`src/rtl/crc16_frame_rx.sv`:
```
// rtl/crc16_frame_rx.sv - serial sync-hunting frame receiver with CRC-16/CCITT-FALSE check
//
// crc16_step     : one-bit MSB-first CRC-16 update (non-reflected)
//   crc_i        in  16  current CRC register
//   bit_i        in  1   incoming bit
//   crc_o        out 16  updated CRC register
//
// crc16_frame_rx : hunts for SYNC_WORD, deserialises DATA_W payload bits and a
//                  16-bit CRC, checks the CRC and reports the frame
//   clk_sys      in  1       system clock, rising edge
//   rst_n        in  1       asynchronous reset, active high
//   bit_in       in  1       received bit, sampled when bit_valid=1
//   bit_valid    in  1       symbol strobe
//   data_out     out DATA_W  last completed payload, MSB = first bit received
//   frame_done   out 1       pulse when a frame completes
//   crc_ok       out 1       CRC result of the last completed frame
//   crc_err      out 1       pulse with frame_done on CRC mismatch
//   abort        out 1       pulse on inter-bit timeout
//   sync_lock    out 1       high while receiving payload or CRC
//   err_cnt      out 8       saturating count of CRC-failed frames

module crc16_step #(
    parameter logic [15:0] POLY = 16'h1021
) (
    input  logic [15:0] crc_i,
    input  logic        bit_i,
    output logic [15:0] crc_o
);
    logic fb;

    assign fb    = crc_i[15] ^ bit_i;
    assign crc_o = {crc_i[14:0], 1'b0} ^ (fb ? POLY : 16'h0000);
endmodule

module crc16_frame_rx #(
    parameter int          DATA_W    = 16,
    parameter logic [15:0] SYNC_WORD = 16'hA55A,
    parameter logic [15:0] POLY      = 16'h1021,
    parameter logic [15:0] CRC_INIT  = 16'hFFFF,
    parameter int          TIMEOUT   = 1024
) (
    input  logic              clk_sys,
    input  logic              rst_n,
    input  logic              bit_in,
    input  logic              bit_valid,
    output logic [DATA_W-1:0] data_out,
    output logic              frame_done,
    output logic              crc_ok,
    output logic              crc_err,
    output logic              abort,
    output logic              sync_lock,
    output logic [7:0]        err_cnt
);
    localparam int BCW = 8;
    localparam int IW  = $clog2(TIMEOUT + 1);
    localparam logic [BCW-1:0] LAST_DATA = BCW'(DATA_W - 1);
    localparam logic [IW-1:0]  IDLE_LAST = IW'(TIMEOUT - 1);

    typedef enum logic [1:0] {
        ST_HUNT = 2'd0,
        ST_DATA = 2'd1,
        ST_CRC  = 2'd2
    } state_t;

    state_t             state_q, state_d;
    logic [15:0]        sh_q, sh_d;
    logic [4:0]         hunt_cnt_q, hunt_cnt_d;
    logic [BCW-1:0]     bit_cnt_q, bit_cnt_d;
    logic [15:0]        crc_q, crc_d;
    logic [DATA_W-1:0]  payload_q, payload_d;
    logic [15:0]        rx_crc_q, rx_crc_d;
    logic [IW-1:0]      idle_q, idle_d;
    logic [DATA_W-1:0]  data_out_q, data_out_d;
    logic               crc_ok_q, crc_ok_d;
    logic               frame_done_q, frame_done_d;
    logic               crc_err_q, crc_err_d;
    logic               abort_q, abort_d;
    logic [7:0]         err_cnt_q, err_cnt_d;

    logic [15:0]        sh_shift;
    logic [15:0]        rx_shift;
    logic [4:0]         hunt_inc;
    logic [15:0]        crc_step;
    logic               crc_match;

    crc16_step #(.POLY(POLY)) u_crc_step (
        .crc_i (crc_q),
        .bit_i (bit_in),
        .crc_o (crc_step)
    );

    assign sh_shift  = {sh_q[14:0], bit_in};
    assign rx_shift  = {rx_crc_q[14:0], bit_in};
    assign hunt_inc  = (hunt_cnt_q == 5'd16) ? 5'd16 : hunt_cnt_q + 5'd1;
    // Compare against the CRC word including the bit arriving this cycle.
    assign crc_match = (crc_q == rx_shift);

    always_comb begin
        state_d      = state_q;
        sh_d         = sh_q;
        hunt_cnt_d   = hunt_cnt_q;
        bit_cnt_d    = bit_cnt_q;
        crc_d        = crc_q;
        payload_d    = payload_q;
        rx_crc_d     = rx_crc_q;
        idle_d       = idle_q;
        data_out_d   = data_out_q;
        crc_ok_d     = crc_ok_q;
        err_cnt_d    = err_cnt_q;
        frame_done_d = 1'b0;
        crc_err_d    = 1'b0;
        abort_d      = 1'b0;

        case (state_q)
            ST_HUNT: begin
                idle_d = '0;
                if (bit_valid) begin
                    sh_d       = sh_shift;
                    hunt_cnt_d = hunt_inc;
                    if (hunt_inc == 5'd16 && sh_shift == SYNC_WORD) begin
                        state_d    = ST_DATA;
                        bit_cnt_d  = '0;
                        crc_d      = CRC_INIT;
                        hunt_cnt_d = '0;
                    end
                end
            end
            ST_DATA: begin
                if (bit_valid) begin
                    payload_d = DATA_W'({payload_q, bit_in});
                    crc_d     = crc_step;
                    if (bit_cnt_q == LAST_DATA) begin
                        state_d   = ST_CRC;
                        bit_cnt_d = '0;
                    end else begin
                        bit_cnt_d = bit_cnt_q + 1'b1;
                    end
                end
            end
            ST_CRC: begin
                if (bit_valid) begin
                    rx_crc_d = rx_shift;
                    if (bit_cnt_q == BCW'(15)) begin
                        data_out_d   = payload_q;
                        crc_ok_d     = crc_match;
                        frame_done_d = 1'b1;
                        crc_err_d    = ~crc_match;
                        if (!crc_match && err_cnt_q != 8'hFF) begin
                            err_cnt_d = err_cnt_q + 8'd1;
                        end
                        state_d    = ST_HUNT;
                        hunt_cnt_d = '0;
                    end else begin
                        bit_cnt_d = bit_cnt_q + 1'b1;
                    end
                end
            end
            default: begin
                state_d    = ST_HUNT;
                hunt_cnt_d = '0;
            end
        endcase

        // Inter-bit timeout while locked; a strobe in the same cycle wins.
        if (state_q != ST_HUNT) begin
            if (bit_valid) begin
                idle_d = '0;
            end else if (idle_q == IDLE_LAST) begin
                abort_d    = 1'b1;
                state_d    = ST_HUNT;
                hunt_cnt_d = '0;
                idle_d     = '0;
            end else begin
                idle_d = idle_q + IW'(1);
            end
        end
    end

    always_ff @(posedge clk_sys or posedge rst_n) begin
        if (rst_n) begin
            state_q      <= ST_HUNT;
            sh_q         <= '0;
            hunt_cnt_q   <= '0;
            bit_cnt_q    <= '0;
            crc_q        <= CRC_INIT;
            payload_q    <= '0;
            rx_crc_q     <= '0;
            idle_q       <= '0;
            data_out_q   <= '0;
            crc_ok_q     <= 1'b0;
            frame_done_q <= 1'b0;
            crc_err_q    <= 1'b0;
            abort_q      <= 1'b0;
            err_cnt_q    <= '0;
        end else begin
            state_q      <= state_d;
            sh_q         <= sh_d;
            hunt_cnt_q   <= hunt_cnt_d;
            bit_cnt_q    <= bit_cnt_d;
            crc_q        <= crc_d;
            payload_q    <= payload_d;
            rx_crc_q     <= rx_crc_d;
            idle_q       <= idle_d;
            data_out_q   <= data_out_d;
            crc_ok_q     <= crc_ok_d;
            frame_done_q <= frame_done_d;
            crc_err_q    <= crc_err_d;
            abort_q      <= abort_d;
            err_cnt_q    <= err_cnt_d;
        end
    end

    assign data_out   = data_out_q;
    assign frame_done = frame_done_q;
    assign crc_ok     = crc_ok_q;
    assign crc_err    = crc_err_q;
    assign abort      = abort_q;
    assign sync_lock  = (state_q == ST_DATA) || (state_q == ST_CRC);
    assign err_cnt    = err_cnt_q;
endmodule

```
`config.mk`:
```
export PLATFORM = sky130hd
export DESIGN_NAME = crc16_frame_rx
export DESIGN_NICKNAME = d
export VERILOG_FILES = /design/src/rtl/crc16_frame_rx.sv
export SDC_FILE = /design/constraint.sdc
export NUM_CORES = 1
export LEC_CHECK = 0
export BUFFER_PORTS_ARGS = -buffer_cell sky130_fd_sc_hd__buf_4
export CORE_UTILIZATION = 45
export DETAILED_ROUTE_END_ITERATION = 8
export PLACE_DENSITY_LB_ADDON = 0.25
export SYNTH_ARGS = -nofsm -noshare
export SYNTH_HDL_FRONTEND = slang
export SYNTH_SLANG_ARGS = --single-unit
```
`constraint.sdc`:
```
create_clock -name clk_sys -period 8.84 [get_ports clk_sys]
set_input_delay 1.768 -clock clk_sys [delete_from_list [all_inputs] [get_ports clk_sys]]
set_output_delay 1.768 -clock clk_sys [all_outputs]
set_load 0.1 [all_outputs]
```
# After elaboration in Yosys (flattened, before gate mapping)
# Cells that the tools add are included.
# totals
ff_bits	116
inputBits	4
output_inout_bits	29
word_cells	95
# classes
addsub	4
n_eq_ne	14
mux	44
bitwise_logic	3
reduce_logical	16
# op_table
operator	count
2-to-1 mux 16 bit	3
2-to-1 mux 8 bit	6
2-to-1 mux 11 bit	4
2-to-1 mux 5 bit	8
one-hot mux 16 bit (2 select lines)	1
one-hot mux 8 bit (3 select lines)	1
2-to-1 mux 2 bit	9
adder 8 x 1 -> 8 bit, second input constant	2
== test 16 bit	1
== test 16 bit, second input constant	1
XOR 16 bit	1
one-hot mux 5 bit (3 select lines)	1
2-to-1 mux 13 bit	1
adder 11 x 1 -> 11 bit, second input constant	1
== test 11 x 10 -> 1 bit, second input constant	1
== test 5 bit, second input constant	2
inequality test 2 bit, second input constant	5
2-to-1 mux 1 bit	9
== test 8 x 4 -> 1 bit, second input constant	1
inequality test 8 bit, second input constant	1
AND reduction 4 bit	2
one-hot mux 2 bit (3 select lines)	1
AND reduction 2 bit	3
AND reduction 6 bit	1
12 further kinds	15

# Longest topological paths before layout
# Gate-level depths: netlist of the first run.
# depth
depth_word	10
ltp_mapped	11
mapped_depth_nobuf	8

# By module
# A second synthesis of the first run with hierarchy kept.
# unflattened
hier_cells	424
hier_area_um2	5444.0
# by_module_without_submodules
module	n_inst	cells_per_inst	area_each_um2	seq_area_each_um2
crc16_frame_rx	1	407	5282.6	2922.8
crc16_step	1	17	161.4	0.0

# Worst setup path before layout of the first run
# Ideal clock, no wire load.
# synth_timing
kind	input port to flip-flop
start	input port bit_in
end	register bit_cnt_q[4]
setup_ps	135
t_arrival_ps	3111
required_time_ps	8705
setup_slack_ps	5594
path_stages	7
path_buffers	2
cell_sequence	clkbuf_1 nor4b_1 nand4_1 a211o_1 buf_2 a221oi_1 o22ai_1
# synth_between
elab_chain_len	4
# synth_lines
item	line	source
from (decl)	44	input logic bit_in,
== test 16 bit	120	if (hunt_inc == 5'd16 && sh_shift == SYNC_WORD) begin
logical AND 1 bit	120	
inequality test 2 bit (no source line)	--	
AND reduction 6 bit (no source line)	--	
to (signal assigned)	199	bit_cnt_q <= bit_cnt_d;
to (decl)	68	logic [BCW-1:0] bit_cnt_q, bit_cnt_d;
# Every way passes these cells.
# A chain may end at the register's enable or synchronous reset.

# Worst setup path after layout of the first run
# layout_timing
start	input port bit_valid
end	register err_cnt_q[1], in the netlist err_cnt[1]
# layout_between
elab_chain_len	1
# layout_lines
item	line	source
from (decl)	45	input logic bit_valid,
AND reduction 4 bit (no source line)	--	
to (signal assigned)	209	err_cnt_q <= err_cnt_d;
to (decl)	78	logic [7:0] err_cnt_q, err_cnt_d;
# Every way passes these cells.

==> results of run 1 <==
## critical path, delay by kind of cell
kind	cells	cell delay, ps
and+or+nand+nor	3	1200
buffers and inverters	2	450
muxes	1	300
AOI/OAI and AO/OA	1	240
## power breakdown
part           internal, mW  switching, mW
clock                 0.474          0.254
sequential            0.568         0.0389
combinational        0.0488         0.0437
total                  1.09          0.337
## cells by family after synthesis
family          after synthesis  synth area share [%]
simple gates                156                  14.8
flops                       116                  55.1
xor+xnor                     35                  5.78
mux                          50                  10.6
buf+inv                      33                  2.90
compound gates               59                  8.64
fa+ha+maj                     9                  2.12
## sequential cells by signal (all words and copies together) (netlist names)
register    cells
crc_err         1
frame_done      1
err_cnt         8
sh_q           15
state_q         2
rx_crc_q       15
crc_q          16
abort           1
idle_q         11
data_out       16
bit_cnt_q       8
payload_q      16
hunt_cnt_q      5
crc_ok          1
## cell usage in the layout, fill, tap and decap left out, types with 4 or more instances in the layout
cell       synthesis  layout
buf_4              1      33
nor3_1             7       7
nor4b_1            4       4
xnor2_1           16      16
dfstp_2           16      16
nor2_1            29      29
nor4_1             6       6
ha_1               9       9
mux2_2            46      46
bufinv_16          0       4
inv_1             16      15
a21oi_1            7       7
xor2_1            19      19
o21ai_0            5       5
clkbuf_16          0      17
nand2_1           60      60
nand4_1            6       6
nand3_1           17      17
inv_6              0       4
a221oi_1           4       4
and3_1             7       7
dfrtp_1          100     100
o22ai_1            5       5
o22a_1            15      15
## stage by stage
stage / hold WS, ps / instances / total power [mW]
after floorplan: 433 / 458 / 0.681
after global placement: 455 / 618 / 0.702
after detailed placement: 447 / 618 / 0.708
after CTS: 462 / 650 / 1.44
after global routing: 491 / 650 / 1.49
final: 461 / 650 / 1.43
## final timing paths
kind / from / to / cells after the start
setup / recovery: bit_valid / err_cnt[1]$_DFFE_PP0P_ / 7
hold / removal: payload_q[15]$_DFFE_PP0P_ / data_out[15]$_DFFE_PP0P_ / 2
setup reg to reg: state_q[0]$_DFF_PP0_ / err_cnt[1]$_DFFE_PP0P_ / 8
hold reg to reg: payload_q[15]$_DFFE_PP0P_ / data_out[15]$_DFFE_PP0P_ / 2
max in group asynchronous: rst_n / idle_q[4]$_DFF_PP0_ / 3
min in group asynchronous: rst_n / err_cnt[4]$_DFFE_PP0P_ / 2
## metal layers
| metal | vias to the layer above | track usage, % |
|---|---|---|
| li1 | 1705 | - |
| met1 | 1739 | 23.6 |
| met2 | 56 | 26.5 |
| met3 | 10 | 5.65 |
| met4 | 0 | 6.67 |
| met5 | - | 0 |
## cell type report
cell class,count,share of cell area (%)
clock inverter,15,3.23
multi-input combinational,309,35.4
timing repair buffer,33,3.95
clock buffer,17,6.78
inverter,17,1.14
tap,143,2.85
sequential,116,46.6
==> run summary, run 1 <==
Metal2 WL: 4500 um
CTS Buf Count: 17
Ys async rst share: 100%
Via count: 3510
Fmax achieved: 0.271 GHz
Final hold vios: 0
Total DRC errors in the routed layout: 0
Slew HR: 40.0%
Root buffer cell: clkbuf_16
Synth cell types: 58
Routed length per instance: 14.8 um
Max Slew Vio Count: 0
Share of layout cells above drive strength 1: 27.0%
DR vias/cell: 5.40
Synth area leader: dfrtp_1
Met3 wire length: 329 um
Post-Synthesis Net Count: 471
Initial antenna violation count: 0
Post-synth EDFFs: 0
Post-DP Area: 5640 um^2
CP startpoint kind: primary input
Largest net degree at the start of global routing: 73
Arrival time worst endpoint: 3980 ps
Endpoints failing setup: 0
Inserted Diodes: 0
Unrepaired setup endpoints after global routing: false
Area Growth Syn to Fin: 18.3%
Rows: 39
Setup ws final: 5150 ps
Post-Syn Area: 5300 um^2
Gr usage total: 17.6%
Final WL: 9640 um
Status: finished, final reports clean
Area contributors post-synth: dfrtp_1 47%, mux2_2 9.8%, dfstp_2 7.9%
Skew-Pair Late Insertion Delay: 420 ps
CORE AREA: 11500 um^2
Layout Nets: 507
Worst-path clk slew: 50 ps
CP endpoint kind: register
Slowest CP cell: or3_1
Sequential Area: 2920 um^2
Synth Warn #: 0
Metal1 wirelength: 4680 um
Design area: 6270 um^2
CTS max path bufs: 2
Vias in the first global route: 3533
Period utilisation layout: 41.7%
Cells after Synth: 458
H-tree Lvls: 4
CP peak stage delay: 660 ps
Multi-input logic area: 2220 um^2
Die Height: 111 um
Die X: 111 um
PwrDens: 227 nW/um^2
Port bufs: 32
Syn avg cell area: 11.6 um^2
Top sig layer: met4
Post_cts resized: 0
DIE AREA: 12200 um^2
CTS sink count: 116
CTS tree: done
First-pass GRT wire length: 17200 um
Pre-CTS WS: 4720 ps
DPL Wire Length: 6220 um
First-pass detailed-route iteration total: 4
Top cells by count, synth: 100 x dfrtp_1, 60 x nand2_1, 46 x mux2_2, 29 x nor2_1, 19 x xor2_1
Tmin final: 3690 ps
Sequential share of the synthesized area: 55.1%
Synthesis-stage register bit count: 116
Layout Utilization: 54.7%
Clk_skew: 9.56 ps
Post-CTS Repair Setup Buffers: 0
GP Congestion: 0.814
Register-to-register path setup slack: 5890 ps
Final ANT Viol Nets: 0
Grt total ovfl: 0
Fill count: 951
TNS Setup: 0 ps
Io pins: 33
Main synth FF type: dfrtp_1
Leak pwr: 3.02 nW
Peak supply drop: 0.172 mV
Synth top area share: 47.2%
Max cap viols: 0
Hold_buf cts: 0
Hold crit path type: reg2reg
Initial Util: 46.2%
Initial DRC Count: 218
WS Path Type: in2reg
Tightest Pin Transition: 899 ps
Critical Path, Cell by Cell: buf_4 -> nand2_1 -> or3_1 -> clkinv_4 -> o21a_4 -> nand2_4 -> mux2_4
CP required: 9140 ps
CP Max Fanout: 20
Most common cell in the netlist: dfrtp_1
Note: power is estimated with default switching activity, not from simulation.
==> run 2: changes to the inputs <==
Clock period 8.84 ns to 3.1 ns, I/O delays scaled along.
==> run summary, run 2 (synthesis results as in run 1) <==
Status: finished, final reports clean
Share of layout cells above drive strength 1: 27.2% (+0.18 points)
CP Max Fanout: 14 (-30%)
Routed length per instance: 14.8 um (about the same)
DIE AREA: 12200 um^2 (unchanged)
Endpoints failing setup: 0 (unchanged)
DR vias/cell: 5.43 (+0.52%)
Skew-Pair Late Insertion Delay: 410 ps (about the same)
WS Path Type: reg2reg
Post-DP Area: 5690 um^2 (+0.78%)
Fmax achieved: 0.410 GHz
CP peak stage delay: 430 ps (-230 ps)
Critical Path, Cell by Cell: inv_1 -> ha_1 -> nand4b_1 -> o22a_1 -> a211o_1 -> a21o_1 -> o22a_1
Initial Util: 46.2% (unchanged)
Rows: 39 (unchanged)
Most used cell, CP: o22a_1
Final WL: 9710 um (+0.65%)
GP Congestion: 0.790 (-3.0%)
TNS Setup: 0 ps (unchanged)
Logic pwr share: 6.6% (about the same)
Inserted Diodes: 0 (unchanged)
Final ANT Viol Nets: 0 (unchanged)
CTS Buf Count: 17 (unchanged)
Largest net degree at the start of global routing: 117 (+60%)
Area Growth Syn to Fin: 19.1%
Max Slew Vio Count: 0 (unchanged)
Port bufs: 32 (unchanged)
Unrepaired setup endpoints after global routing: false
CTS sink count: 116 (unchanged)
CP Launch Point: hunt_cnt_q[0]$_DFF_PP0_
Design area: 6310 um^2 (+0.68%)
Post_cts resized: 0 (unchanged)
CTS max path bufs: 2 (unchanged)
P_sw: 888 uW (+160%)
Clock power frac: 50.7% (-0.3 points)
H-tree Lvls: 4 (unchanged)
Tightest Pin Transition: 804 ps (-95.0 ps)
First-pass GRT wire length: 17100 um (-0.36%)
Reg2Reg Capture Point: crc_q[11]$_DFFE_PP1P_
Sw Share: 21.9% (-1.7 points)
Io pins: 33 (unchanged)
Post-CTS Repair Setup Buffers: 0 (unchanged)
Initial DRC Count: 273 (+25%)
CTS tree: done
Top delay family on crit path: compound AO/OA/AOI/OAI gates
Max cap viols: 0 (unchanged)
Total DRC errors in the routed layout: 0 (unchanged)
Period utilisation layout: 78.7%
Vias in the first global route: 3534 (+0.028%)
Fill count: 972 (+2.2%)
Die X: 111 um (unchanged)
Root buffer cell: clkbuf_16
Worst path depth: 7 (unchanged)
Seq pwr share: 42.7% (+0.2 points)
Layout Nets: 511 (+0.79%)
CP startpoint kind: register
Worst Path Buf+Inv: 1 (-1)
Die Height: 111 um (unchanged)
CORE AREA: 11500 um^2 (unchanged)
CP endpoint kind: register
Internal: 3.16 mW (+190%)
Reg-to-Reg Start: hunt_cnt_q[0]$_DFF_PP0_
Worst-path clk slew: 50 ps (about the same)
Peak supply drop: 0.516 mV (+200%)
CP required: 3430 ps (-5710 ps)
Hold_buf cts: 0 (unchanged)
Worst setup path endpoint: crc_q[11]$_DFFE_PP1P_
PwrDens: 641 nW/um^2 (+180%)
Register-to-register path setup slack: 660 ps (-5230 ps)
Leak pwr: 3.05 nW (+0.80%)
Slew HR: 46.2% (+6.2 points)
Initial antenna violation count: 0 (unchanged)
Grt total ovfl: 0 (unchanged)
Via count: 3550 (+1.1%)
Most frequent cells in the layout: 100 x dfrtp_1, 60 x nand2_1, 46 x mux2_2, 36 x buf_4, 29 x nor2_1
Commonest non-fill, non-tap cell in the layout: dfrtp_1
DPL Wire Length: 6250 um (+0.47%)
Tmin final: 2440 ps
First-pass detailed-route iteration total: 4 (unchanged)
R2R cell count: 7 (-1)
Final hold vios: 0 (unchanged)
Arrival time worst endpoint: 2770 ps (-1210 ps)
Slowest CP cell: a211o_1
Hold crit path type: in2async
Clk_skew: 4.69 ps (-4.87 ps)
Gr usage total: 17.5% (-0.13 points)
## run 2: cell types whose count changed in the layout (fill, tap and decap cells not counted)
cell | previous run | this run
clkbuf_1 | 0 | 2
clkinv_4 | 3 | 1
clkinv_2 | 3 | 5
inv_6 | 4 | 0
buf_12 | 0 | 1
buf_4 | 33 | 36
inv_4 | 1 | 0
clkbuf_8 | 0 | 3
## run 2: worst min-delay path by stage
stage	to	from	slack [ps]
floorplan	data_out[15]$_DFFE_PP0P_	payload_q[15]$_DFFE_PP0P_	430
global placement	data_out[15]$_DFFE_PP0P_	payload_q[15]$_DFFE_PP0P_	460
detailed placement	data_out[15]$_DFFE_PP0P_	payload_q[15]$_DFFE_PP0P_	460
CTS	err_cnt[4]$_DFFE_PP0P_	rst_n	420
global route	err_cnt[2]$_DFFE_PP0P_	rst_n	450
finish	err_cnt[2]$_DFFE_PP0P_	rst_n	400
## run 2: area by class of cell
type / count / area, um^2 / area share (%)
Sequential cell: 116 / 2920 / 46.3
Multi-Input combinational cell: 309 / 2220 / 35.2
Clock buffer: 22 / 474 / 7.51
Timing Repair Buffer: 37 / 290 / 4.60
Tap cell: 143 / 179 / 2.83
Clock inverter: 10 / 153 / 2.42
Inverter: 17 / 72.6 / 1.15
## run 2: worst min-delay path, delay by kind of cell
kind / cells / cell delay (ps)
buf+inv: 3 / 650
## run 2: through the flow
step	cells	worst slack (ps)	util, %	total power, mW	hold WS (ps)
floorplan	458	928	-	1.94	433
global placement	622	773	49.6	2.00	457
detailed placement	622	696	49.6	2.02	462
CTS	654	665	55.1	4.09	420
global route	654	511	55.1	4.22	452
finish	654	659	55.1	4.05	396
## run 2: power groups by stage
stage | Combinational (mW) | Clock, mW | Sequential [mW]
CTS | 0.273 | 2.09 | 1.73
finish | 0.268 | 2.05 | 1.73
detailed placement | 0.272 | 0 | 1.75
floorplan | 0.224 | 0 | 1.72
global route | 0.303 | 2.17 | 1.74
global placement | 0.258 | 0 | 1.74
## run 2: metal layers
metal  vias to the layer above  GRT usage [%]  share of wire [%]
met5                         -              0                  0
met4                         0           5.96               0.80
met3                         7           5.60                3.5
met2                        55           27.1                 49
met1                      1776           23.0                 47
li1                       1712              -                  -
==> run 3: changes to the inputs <==
Settings changed: ABC_AREA from default to 1.
Clock period 3.1 ns to 2.3 ns, I/O delays scaled along.
==> run summary, run 3 <==
Cells after Synth: 678 (+48%)
Initial DRC Count: 230 (-16%)
Area Growth Syn to Fin: 19.3%
First-pass detailed-route iteration total: 4 (unchanged)
Sequential share of the synthesized area: 52.6% (-2.6 points)
Most frequent cells in the layout: 214 x nand2_1, 100 x dfrtp_1, 71 x inv_1, 60 x nor2_1, 57 x o21ai_0
Slew HR: 49.7% (+3.5 points)
DIE AREA: 12800 um^2 (+4.8%)
Total DRC errors in the routed layout: 0 (unchanged)
GP Congestion: 0.813 (+2.8%)
Via count: 4343 (+22%)
Top cells by count, synth: 214 x nand2_1, 100 x dfrtp_1, 72 x inv_1, 60 x nor2_1, 57 x o21ai_0
Critical Path, Cell by Cell: inv_1 -> ha_1 -> buf_4
Root buffer cell: clkbuf_16
CP peak stage delay: 400 ps (-30 ps)
Synth cell types: 30 (-48%)
Adder-cell share of the synthesized area: 2.03% (-0.099 points)
Reg-to-Reg Start: bit_cnt_q[0]$_DFFE_PP0P_
CTS max path bufs: 2 (unchanged)
Synthesis-stage register bit count: 116 (unchanged)
Main synth FF type: dfrtp_1
CORE AREA: 12000 um^2 (+4.7%)
Share of layout cells above drive strength 1: 15.3% (-12 points)
Peak supply drop: 0.653 mV (+27%)
Area contributors post-synth: dfrtp_1 45%, nand2_1 14%, dfstp_2 7.6%
Fill count: 1051 (+8.1%)
Rows: 40 (+2.6%)
Final WL: 10900 um (+12%)
Hold_buf cts: 0 (unchanged)
Period utilisation layout: 89.7%
CTS Buf Count: 17 (unchanged)
Post-synth EDFFs: 0 (unchanged)
Hold crit path type: in2async
Arrival time worst endpoint: 1600 ps (-1170 ps)
Sequential Area: 2920 um^2 (unchanged)
Vias in the first global route: 4181 (+18%)
Design area: 6640 um^2 (+5.1%)
Tightest Pin Transition: 754 ps (-50.8 ps)
DR vias/cell: 4.94 (-9.1%)
Worst-path clk slew: 60 ps (about the same)
Most common cell in the netlist: nand2_1
Post-synthesis xor/xnor area fraction: 3.62% (-2.2 points)
Synth area leader: dfrtp_1
H-tree Lvls: 4 (unchanged)
Final ANT Viol Nets: 0 (unchanged)
Die X: 113 um (+2.4%)
Largest net degree at the start of global routing: 49 (-58%)
Syn avg cell area: 8.20 um^2 (-29%)
Unrepaired setup endpoints after global routing: false
Skew-Pair Late Insertion Delay: 420 ps (about the same)
Synth Warn #: 0 (unchanged)
Max Slew Vio Count: 0 (unchanged)
First-pass GRT wire length: 19000 um (+11%)
PwrDens: 801 nW/um^2 (+25%)
Initial antenna violation count: 0 (unchanged)
CTS sink count: 116 (unchanged)
Post-Synth Simple-Gate Area: 27.3% (+12 points)
Fmax achieved: 0.485 GHz
Complex-gate fraction of the synthesized area: 7.67% (-0.97 points)
Post-DP Area: 5990 um^2 (+5.4%)
Layout Nets: 733 (+43%)
TNS Setup: 0 ps (unchanged)
Post-Synthesis Net Count: 691 (+47%)
Ys async rst share: 100% (unchanged)
Gr usage total: 18.9% (+1.5 points)
Commonest non-fill, non-tap cell in the layout: nand2_1
Initial Util: 46.3% (+0.072 points)
Multi-input logic area: 2260 um^2 (+1.5%)
Grt total ovfl: 0 (unchanged)
Port bufs: 32 (unchanged)
Post-CTS Repair Setup Buffers: 0 (unchanged)
Post-Syn Area: 5560 um^2 (+4.9%)
CP endpoint kind: primary output
Final hold vios: 0 (unchanged)
Clk_skew: 15.0 ps (+10.3 ps)
Synth top area share: 45.0% (-2.2 points)
Status: finished, final reports clean
WS Path Type: reg2out
CP required: 1840 ps (-1590 ps)
CTS tree: done
Mux cell area share after synthesis: 0% (-11 points)
DPL Wire Length: 7510 um (+20%)
Leak pwr: 3.23 nW (+5.9%)
CP startpoint kind: register
Inserted Diodes: 0 (unchanged)
Finished Layout Cells: 880 (+35%)
Io pins: 33 (unchanged)
Post-Place Cells: 848 (+36%)
CP Max Fanout: 4 (-10)
Die Height: 113 um (+2.4%)
Endpoints failing setup: 0 (unchanged)
CP Launch Point: state_q[0]$_DFF_PP0_
Slowest CP cell: dfrtp_1
Tmin final: 2060 ps
Post_cts resized: 0 (unchanged)
Max cap viols: 0 (unchanged)
Largest family of logic cells by synthesized area: simple AND/OR/NAND/NOR gates
Routed length per instance: 12.4 um (-16%)
run 3: layout make-up:
class,count,share of cell area [%]
inverter,72,4.13
tap,147,2.77
clock buffer,18,6.62
clock inverter,14,3.05
sequential,116,44.1
multi-input combinational,469,34.0
timing repair buffer,44,5.36
run 3: cell families (layout without fill, tap and decap cells):
group | after synthesis | in the layout
simple gates | 358 | 358
fa+ha+maj | 9 | 9
flops | 116 | 116
buf+inv | 93 | 148
xor+xnor | 23 | 23
compound gates | 79 | 79
run 3: stage by stage:
| stage | setup slack (ps) | power [mW] | hold WS [ps] | util, % |
|---|---|---|---|---|
| global placement | 373 | 2.52 | 437 | 49.9 |
| finish | 238 | 5.31 | 96.8 | 55.2 |
| global route | 33.0 | 5.53 | 136 | 55.2 |
| floorplan | 93.3 | 2.46 | 424 | - |
| detailed placement | 253 | 2.53 | 456 | 49.9 |
| CTS | 214 | 5.39 | 105 | 55.2 |
run 3: worst paths after layout:
path | to | slack, ps | cells past startpoint
min in group clk_sys | idle_q[6]$_DFF_PP0_ | 440 | 4
worst min register to register | idle_q[0]$_DFF_PP0_ | 460 | 1
worst max register to register | err_cnt[0]$_DFFE_PP0P_ | 270 | 11
worst min-delay path | data_out[15]$_DFFE_PP0P_ | 100 | 2
worst max-delay path | sync_lock | 240 | 3
max in group asynchronous | crc_q[13]$_DFFE_PP1P_ | 1520 | 3
run 3: critical path, delay by kind of cell, from the launching register on:
family                     cells  cell delay (ps)
adders and majority gates      1              380
buffers and inverters          2              400
DFF                            1              400
run 3: routing by layer:
layer	global-route usage (%)	vias up	part of all wire, %
met4	6.05	0	1.2
met5	0	-	0
met3	6.43	9	3.3
li1	-	2220	-
met1	22.7	2066	47
met2	32.0	48	49
run 3: where the power goes:
group          leakage [nW]  internal (mW)  total [mW]  switching (mW)
clock                 0.299           1.85        2.82           0.967
combinational          1.41          0.104       0.303           0.198
sequential             1.52           2.12        2.19          0.0784
total                  3.23           4.07        5.31            1.24
